File: src/rtl/lsmitll_sched_pkg.sv
// lsmitll_sched_pkg: scheduler state encoding and round-robin pick helper
package lsmitll_sched_pkg;
    typedef enum logic [1:0] {IDLE, HOLD, FAULT} state_t;
    function automatic logic [7:0] rr_pick(input logic [7:0] req, input logic [2:0] ptr);
        logic [7:0] g;
        logic [2:0] j;
        g = '0;
        for (int i = 7; i >= 0; i--) begin
            j = ptr + 3'(i);
            if (req[j]) g = 8'b1 << j;
        end
        return g;
    endfunction
endpackage

File: src/rtl/lsmitll_toggle_rx.sv
// lsmitll_toggle_rx: toggle-edge detector with seen flag and double-edge error
module lsmitll_toggle_rx (
    input  logic clk,
    input  logic rst,
    input  logic en,
    input  logic x,
    input  logic clr,
    input  logic pend_zero,
    output logic tog,
    output logic seen,
    output logic err
);
    logic prev;
    assign tog = x ^ prev;
    assign err = tog && (seen || pend_zero);
    always_ff @(posedge clk) begin
        if (rst) begin
            prev <= 1'b0;
            seen <= 1'b0;
        end else if (en) begin
            prev <= x;
            seen <= clr ? 1'b0 : (tog ? 1'b1 : seen);
        end
    end
endmodule

File: src/rtl/lsmitll_splitt_sched.sv
// lsmitll_splitt_sched: shares one LSmitll splitter input among requesters with hold-off and return checking
module lsmitll_splitt_sched
    import lsmitll_sched_pkg::*;
#(
    parameter int N_REQ    = 4,
    parameter int HOLDOFF  = 3,
    parameter int MAX_PEND = 3,
    parameter int TIMEOUT  = 8,
    localparam int PW      = $clog2(MAX_PEND + 1)
) (
    input  logic             clk,
    input  logic             rst,
    input  logic [N_REQ-1:0] req,
    output logic [N_REQ-1:0] gnt,
    output logic             a_o,
    input  logic             q_i,
    input  logic             m_i,
    output logic [PW-1:0]    pend,
    output logic             busy,
    output logic             fault
);
    state_t st, st_nxt;
    logic [3:0] hcnt, hcnt_nxt;
    logic [2:0] ptr, ptr_nxt, idx;
    logic [7:0] tcnt, tcnt_nxt, pick;
    logic [PW-1:0] pend_nxt;
    logic en, issue, done, tmo, fault_set;
    logic q_tog, q_seen, q_err, m_tog, m_seen, m_err;

    assign en = st != FAULT;

    lsmitll_toggle_rx u_q (
        .clk(clk), .rst(rst), .en(en), .x(q_i), .clr(done), .pend_zero(pend == '0),
        .tog(q_tog), .seen(q_seen), .err(q_err)
    );
    lsmitll_toggle_rx u_m (
        .clk(clk), .rst(rst), .en(en), .x(m_i), .clr(done), .pend_zero(pend == '0),
        .tog(m_tog), .seen(m_seen), .err(m_err)
    );

    // a pulse completes once both outputs have returned one edge, possibly in the same cycle
    assign done = en && !(q_err || m_err) && (q_seen || q_tog) && (m_seen || m_tog) && (q_tog || m_tog);
    assign tcnt_nxt = (pend == '0 || done) ? 8'd0 : tcnt + 8'd1;
    assign tmo = tcnt_nxt == 8'(TIMEOUT);
    assign fault_set = en && (q_err || m_err || tmo);
    assign issue = st == IDLE && |req && pend < PW'(MAX_PEND) && !fault_set;
    assign pick = rr_pick(8'(req), ptr);

    always_comb begin
        idx = '0;
        for (int i = 0; i < 8; i++) if (pick[i]) idx = 3'(i);
    end

    assign ptr_nxt = issue ? ((idx == 3'(N_REQ - 1)) ? 3'd0 : idx + 3'd1) : ptr;
    assign hcnt_nxt = issue ? 4'(HOLDOFF - 1) : (st == HOLD ? hcnt - 4'd1 : hcnt);
    assign pend_nxt = pend + PW'(issue) - PW'(done);

    always_comb begin
        st_nxt = st;
        if (fault_set || st == FAULT) st_nxt = FAULT;
        else if (issue) st_nxt = (HOLDOFF > 1) ? HOLD : IDLE;
        else if (st == HOLD && hcnt == 4'd1) st_nxt = IDLE;
    end

    always_ff @(posedge clk) begin
        if (rst) begin
            st   <= IDLE;
            hcnt <= '0;
            ptr  <= '0;
            tcnt <= '0;
            pend <= '0;
            gnt  <= '0;
            a_o  <= 1'b0;
        end else begin
            st   <= st_nxt;
            hcnt <= hcnt_nxt;
            ptr  <= ptr_nxt;
            tcnt <= en ? tcnt_nxt : tcnt;
            pend <= pend_nxt;
            gnt  <= issue ? pick[N_REQ-1:0] : '0;
            a_o  <= a_o ^ issue;
        end
    end

    assign busy  = hcnt != '0 || pend != '0;
    assign fault = st == FAULT;
endmodule
File: config.mk
export PLATFORM = sky130hd
export DESIGN_NAME = lsmitll_splitt_sched
export DESIGN_NICKNAME = d
export VERILOG_FILES = /design/src/rtl/lsmitll_sched_pkg.sv /design/src/rtl/lsmitll_toggle_rx.sv /design/src/rtl/lsmitll_splitt_sched.sv
export SDC_FILE = /design/constraint.sdc
export NUM_CORES = 1
export LEC_CHECK = 0
export CELL_PAD_IN_SITES_DETAIL_PLACEMENT = 1
export CELL_PAD_IN_SITES_GLOBAL_PLACEMENT = 2
export CORE_MARGIN = 2
export CORE_UTILIZATION = 38
export DETAILED_ROUTE_END_ITERATION = 6
export PLACE_DENSITY = 0.81
export SYNTH_ARGS = -nofsm -noshare
export SYNTH_HDL_FRONTEND = slang
export SYNTH_SLANG_ARGS = --single-unit
File: constraint.sdc
create_clock -name clk -period 7.43 [get_ports clk]
set_input_delay 1.486 -clock clk [delete_from_list [all_inputs] [get_ports clk]]
set_output_delay 1.486 -clock clk [all_outputs]
set_load 0.05 [all_outputs]
Yosys cells after proc, flatten, opt, wreduce, memory -nomap -nowiden:

Cells that the tools add are included.

* flip-flop bits (word level): 28
* output and inout bits: 9
* word-level logic and storage cells: 132

* add/sub/neg operators: 12
* magnitude comparators: 9
* equal/unequal tests: 6
* shift-type cells: 8
* multiplexer cells: 42
* bitwise logic cells: 4
* reduce and logical (&&, ||, !) cells: 38

Operators with widths (number)
* 8-bit two-way mux: 9
* 1-bit by 3-bit left shift with 8-bit output (first input constant): 8
* 3-bit by 4-bit less-than comparator with 1-bit output (second input constant): 8
* 1-bit binary-select mux with 3-bit select: 8
* 3-bit two-way mux: 7
* 1-bit two-way mux: 13
* 3-bit adder (second input constant): 4
* 1-bit logical AND: 11
* 1-bit logical OR: 10
* 2-bit two-way mux: 5
* 2-bit nonzero test: 5
* 8-bit by 1-bit adder with 8-bit output (second input constant): 1
* 8-bit by 4-bit == test with 1-bit output (second input constant): 1
* 3-bit by 1-bit adder with 3-bit output (second input constant): 2
* 3-bit by 2-bit adder with 3-bit output (second input constant): 2
* 2-bit OR reduction: 3
* 4-bit by 1-bit == test with 1-bit output (second input constant): 1
* 2-bit logical NOT: 2
* 2-bit AND reduction: 2
* 4-bit nonzero test: 1
* 4-bit OR reduction: 1
* 4-bit by 1-bit subtractor with 4-bit output (second input constant): 1
* 3-bit by 2-bit == test with 1-bit output (second input constant): 1
* 3-bit nonzero test: 1
* other kinds (9): 12

Depth between registers and ports, before layout:

* word-level depth: 20
* mapped depth: 14

Modules after synthesis:

A second synthesis with hierarchy kept.

* cell total of the unflattened synthesis: 269
* area total of the unflattened synthesis: 2213.4 sq um

By module, submodules not included
* lsmitll_splitt_sched: times used 1, cells an instance 245, area each 1998.2 sq um
* lsmitll_toggle_rx: times used 2, cells an instance 12, area each 107.6 sq um

Worst setup path after synthesis:

Ideal clock, no wire load.

* path kind: input to register
* start point: in m_i
* end point: reg pend[1]
* setup time: 0.128 ns
* arrival time: 3.515 ns
* data required time: 7.302 ns
* slack: 3.788 ns
* stages: 11
* path buffers: 1
* cells stage by stage: xor2_1 xnor2_1 o41ai_1 o31ai_2 buf_4 ha_1 inv_1 ha_1 xor2_1 xnor2_1 nor2_1

* cells in the longest elaborated chain, start to end: 17
* elaborated cells between the ends (all ways): 19
* classes of those cells: 2 x add/sub; 1 x eq/ne; 1 x mux; 1 x bitwise; 14 x reduce/logical

RTL lines
* start, declared: line lsmitll_splitt_sched.sv:17 `input logic m_i,`
* 1-bit bitwise XOR (*): line lsmitll_toggle_rx.sv:14 `assign tog = x ^ prev;`
* 1-bit logical AND: line lsmitll_toggle_rx.sv:15 `assign err = tog && (seen || pend_zero);`
* 1-bit logical OR: line lsmitll_splitt_sched.sv:42, lsmitll_splitt_sched.sv:45
* 1-bit logical NOT: line lsmitll_splitt_sched.sv:42 `assign done = en && !(q_err || m_err) && (q_seen || q_tog) && (m_seen || m_tog) && (q_tog || m_tog);`
* 1-bit logical AND (4 in a row): line lsmitll_splitt_sched.sv:42
* 1-bit logical OR: line lsmitll_splitt_sched.sv:43 `assign tcnt_nxt = (pend == '0 || done) ? 8'd0 : tcnt + 8'd1;`
* 8-bit two-way mux: line lsmitll_splitt_sched.sv:43
* 8-bit by 4-bit == test with 1-bit output: line lsmitll_splitt_sched.sv:44 `assign tmo = tcnt_nxt == 8'(TIMEOUT);`
* 1-bit logical OR: line lsmitll_splitt_sched.sv:45 `assign fault_set = en && (q_err || m_err || tmo);`
* 1-bit logical AND: line lsmitll_splitt_sched.sv:45
* 1-bit logical NOT: line lsmitll_splitt_sched.sv:46 `assign issue = st == IDLE && |req && pend < PW'(MAX_PEND) && !fault_set;`
* 1-bit logical AND: line lsmitll_splitt_sched.sv:46
* 2-bit by 1-bit adder with 2-bit output: line lsmitll_splitt_sched.sv:56 `assign pend_nxt = pend + PW'(issue) - PW'(done);`
* 2-bit by 1-bit subtractor with 2-bit output (*): line lsmitll_splitt_sched.sv:56
* end signal, assigned: line lsmitll_splitt_sched.sv:79 `pend <= pend_nxt;`
* end, declared: line lsmitll_splitt_sched.sv:18 `output logic [PW-1:0] pend,`

Mark *: on every way between the ends. The rest lies on a longest branch, timed or not.
A chain may end at the register's enable or synchronous reset.

Final worst setup path:

Ends and elaborated chain as after synthesis.

==> impl_metrics.yaml <==
outcome:
  status: "finished, final reports clean"
setup_path:
  critical_path_arrival_ns: 4.62
  required_ns: 7.57
  crit_type: "primary input to flop"
  end_kind: "flop"
  crit_fanout: 12
  startpoint_type: "primary input"
synthesis:
  ys.flop_type: "dfxtp_1"
  avgSynthCellArea_um2: 8.26
  yosys.area_share.simple: 0.240
  synth_edf_count: 0
  netlist_area_mm2: 0.00221
  synth_fa_ha_area_frac: 0.102
  async_reset_ff_frac: 0
  synth_fp_nets: 293
  muxShareOfSynthArea: 0.0641
  ys_types: 57
  synth-compound-area-share: 0.235
  synthXorXnorAreaFrac: 0.0516
  ys_seq_area_frac: 0.254
  ys.warnings.count: 0
  synth-seq-cells: 28
  synth_cells: 267
  synth_top_family_by_area: "simple AND/OR/NAND/NOR gates"
sta:
  rsz0062_at_grt: "false"
  tightest_slew_ns: 1.01
  setup_viol: 0
  layout_min_cycle_time_ns: 4.48
  fin_skew_ns: 0.00569
  clock.fmax_mhz: 223
  fin_setup_tns_ns: 0
  fin_crit_sh: 0.603
  slew_violations: 0
  hold_viol: 0
  max-slew-margin-rel: 0.321
drt:
  wire_per_inst_um: 15.7
  dr.pass1.iters: 4
  avgViaCountPerCell: 5.62
  ant_nets: 0
  drtIter0Drc: 39
  vias: 1949
  routed_wl_mm: 5.46
  drc: 0
grt:
  antenna_found_initial: 0
  grt_use_total: 0.186
  overflow: 0
  grt_pass1_wl_mm: 9.57
  grt_max_degree: 25
  grt_pass1_vias: 1942
run:
  cap_violations: 0
final_layout:
  final_layout_size_suffix_gt1_frac: 0.0655
  antenna_cells: 0
  nNetsFinal: 303
  fillCellCount: 695
  area_growth_syn_to_layout_pct: 10.3
floorplan:
  die_h_um: 80.2
  start_util: 0.398
  num_rows: 27
  die_w_um: 80.2
  die_area_mm2: 0.00643
  coreArea_mm2: 0.00554
  io_pins: 17
clocking:
  ctsLongestPathBuffers: 2
  cts.sinks: 28
  cts_root_buffer: "clkbuf_8"
  cts-htree-levels: 1
  post_cts_resized: 0
  cts_post_setup_buffers_inserted: 0
  cts_tree: "yes"
  clk_latency_ns: 0.27
  cts_buffers: 3
  clkTransAtPathRegs_ns: 0.09
  ctsHoldBuffers: 0
worst_hold_path:
  hold_path.class: "flop to flop"
pwr:
  powerDensity_mw_per_mm2: 260
  ir_worst_vdd_mv: 0.105
  finalPower_uw: 633
  p_leak_nw: 0.908
placed_design:
  dp_hpwl_mm: 4.18
  numPortBuffers: 16
  gp_congestion: 0.785
-- metal layers --
metal,track usage,share of wire,up-vias
met2,0.321,0.49,28
li1,-,-,990
met5,0,0,-
met3,0.0281,0.023,2
met1,0.249,0.49,929
met4,0.0288,0.0031,0
-- cells in the mapped netlist (3+ instances only) --
library cell,number,area share
nand2b_1,5,0.014
dfxtp_1,28,0.25
nor2b_1,4,0.011
nand3_1,9,0.020
a22oi_1,4,0.014
nor3_1,11,0.025
a31oi_1,6,0.017
inv_1,10,0.017
mux4_2,4,0.041
mux2i_1,4,0.018
and3_1,6,0.017
o21ai_0,3,0.0068
o21ai_1,9,0.020
a211oi_1,5,0.017
xnor2_1,5,0.020
nor2_1,29,0.049
clkbuf_1,5,0.0085
xor2_1,8,0.032
buf_4,4,0.014
ha_1,18,0.10
nand3b_1,5,0.017
and2_1,7,0.020
nand2_1,18,0.031
a21oi_1,15,0.034
o22ai_1,3,0.0085
-- cells in the final DEF, fill, tap and decap left out, types with 3 or more instances in the layout --
master           synthesis  final
clkbuf_8                 0      3
nand2b_1                 5      5
clkdlybuf4s50_1          0     16
ha_1                    18     18
mux4_2                   4      4
nand2_1                 18     18
xnor2_1                  5      5
o21ai_1                  9      9
nand3b_1                 5      5
o21ai_0                  3      3
a211oi_1                 5      5
inv_1                   10     10
a21oi_1                 15     15
nand3_1                  9      9
nor2_1                  29     29
dfxtp_1                 28     28
mux2i_1                  4      4
and2_1                   7      7
xor2_1                   8      8
a22oi_1                  4      4
a31oi_1                  6      6
and3_1                   6      6
nor2b_1                  4      4
nor3_1                  11     11
o22ai_1                  3      3
-- power by group --
part           switching (mW)  internal (mW)
combinational           0.221          0.138
sequential             0.0243          0.166
clock                  0.0464         0.0364
total                   0.292          0.341
-- layout make-up --
cell class                      count  area (um2)  area share
Timing Repair Buffer               17         168      0.0689
Sequential cell                    28         561       0.230
Multi-Input combinational cell    217        1540       0.631
Inverter                           10        37.5      0.0154
Tap cell                           72        90.1      0.0370
Clock buffer                        3        41.3      0.0170
-- critical path, stage by stage --
cell             delay, ns
clkdlybuf4s50_1       0.49
xor2_1                0.34
xnor2_1               0.21
o41ai_2               0.10
buf_4                 0.18
o31ai_2               0.87
ha_1                  0.37
inv_1                 0.06
ha_1                  0.15
xor2_1                0.17
xnor2_1               0.13
nor2_1                0.05
-- final timing paths --
kind | startpoint | end | slack (ns) | cells after the start
max reg2reg | ptr[0]$_SDFFE_PP0P_ | ptr[2]$_SDFFE_PP0P_ | 3.87 | 11
max | m_i | pend[1]$_SDFF_PP0_ | 2.95 | 12
min reg2reg | u_m.prev$_SDFFE_PP0P_ | u_m.prev$_SDFFE_PP0P_ | 0.47 | 2
min | u_m.prev$_SDFFE_PP0P_ | u_m.prev$_SDFFE_PP0P_ | 0.47 | 2
-- cells by family (layout without fill, tap and decap cells) --
| logic type | after synthesis | after routing |
|---|---|---|
| AND/OR/NAND/NOR | 104 | 104 |
| AO/OA/AOI/OAI | 73 | 73 |
| flip-flops | 28 | 28 |
| buffers and inverters | 22 | 30 |
| adder cells (fa/ha/maj) | 18 | 18 |
| XOR/XNOR | 13 | 13 |
| multiplexers | 9 | 9 |
-- state kept, by name, summed over array words and instances, names as in the netlist --
register  cells
tcnt          8
gnt           4
hcnt          4
ptr           3
pend          2
st            2
a_o           1
u_m.prev      1
u_m.seen      1
u_q.prev      1
u_q.seen      1
-- per-stage QoR --
stage | setup slack [ns] | area, um2 | util | hold slack [ns] | cells
final | 2.95 | 2430 | 0.439 | 0.472 | 347
after global routing | 2.68 | 2430 | 0.439 | 0.499 | 347
after CTS | 2.90 | 2430 | 0.439 | 0.478 | 347
after detailed placement | 2.60 | 2390 | 0.432 | 0.464 | 344
after global placement | 2.76 | 2390 | 0.432 | 0.456 | 344
after floorplan | 3.79 | 2210 | - | 0.444 | 267
(Power assumes the default switching activity.)
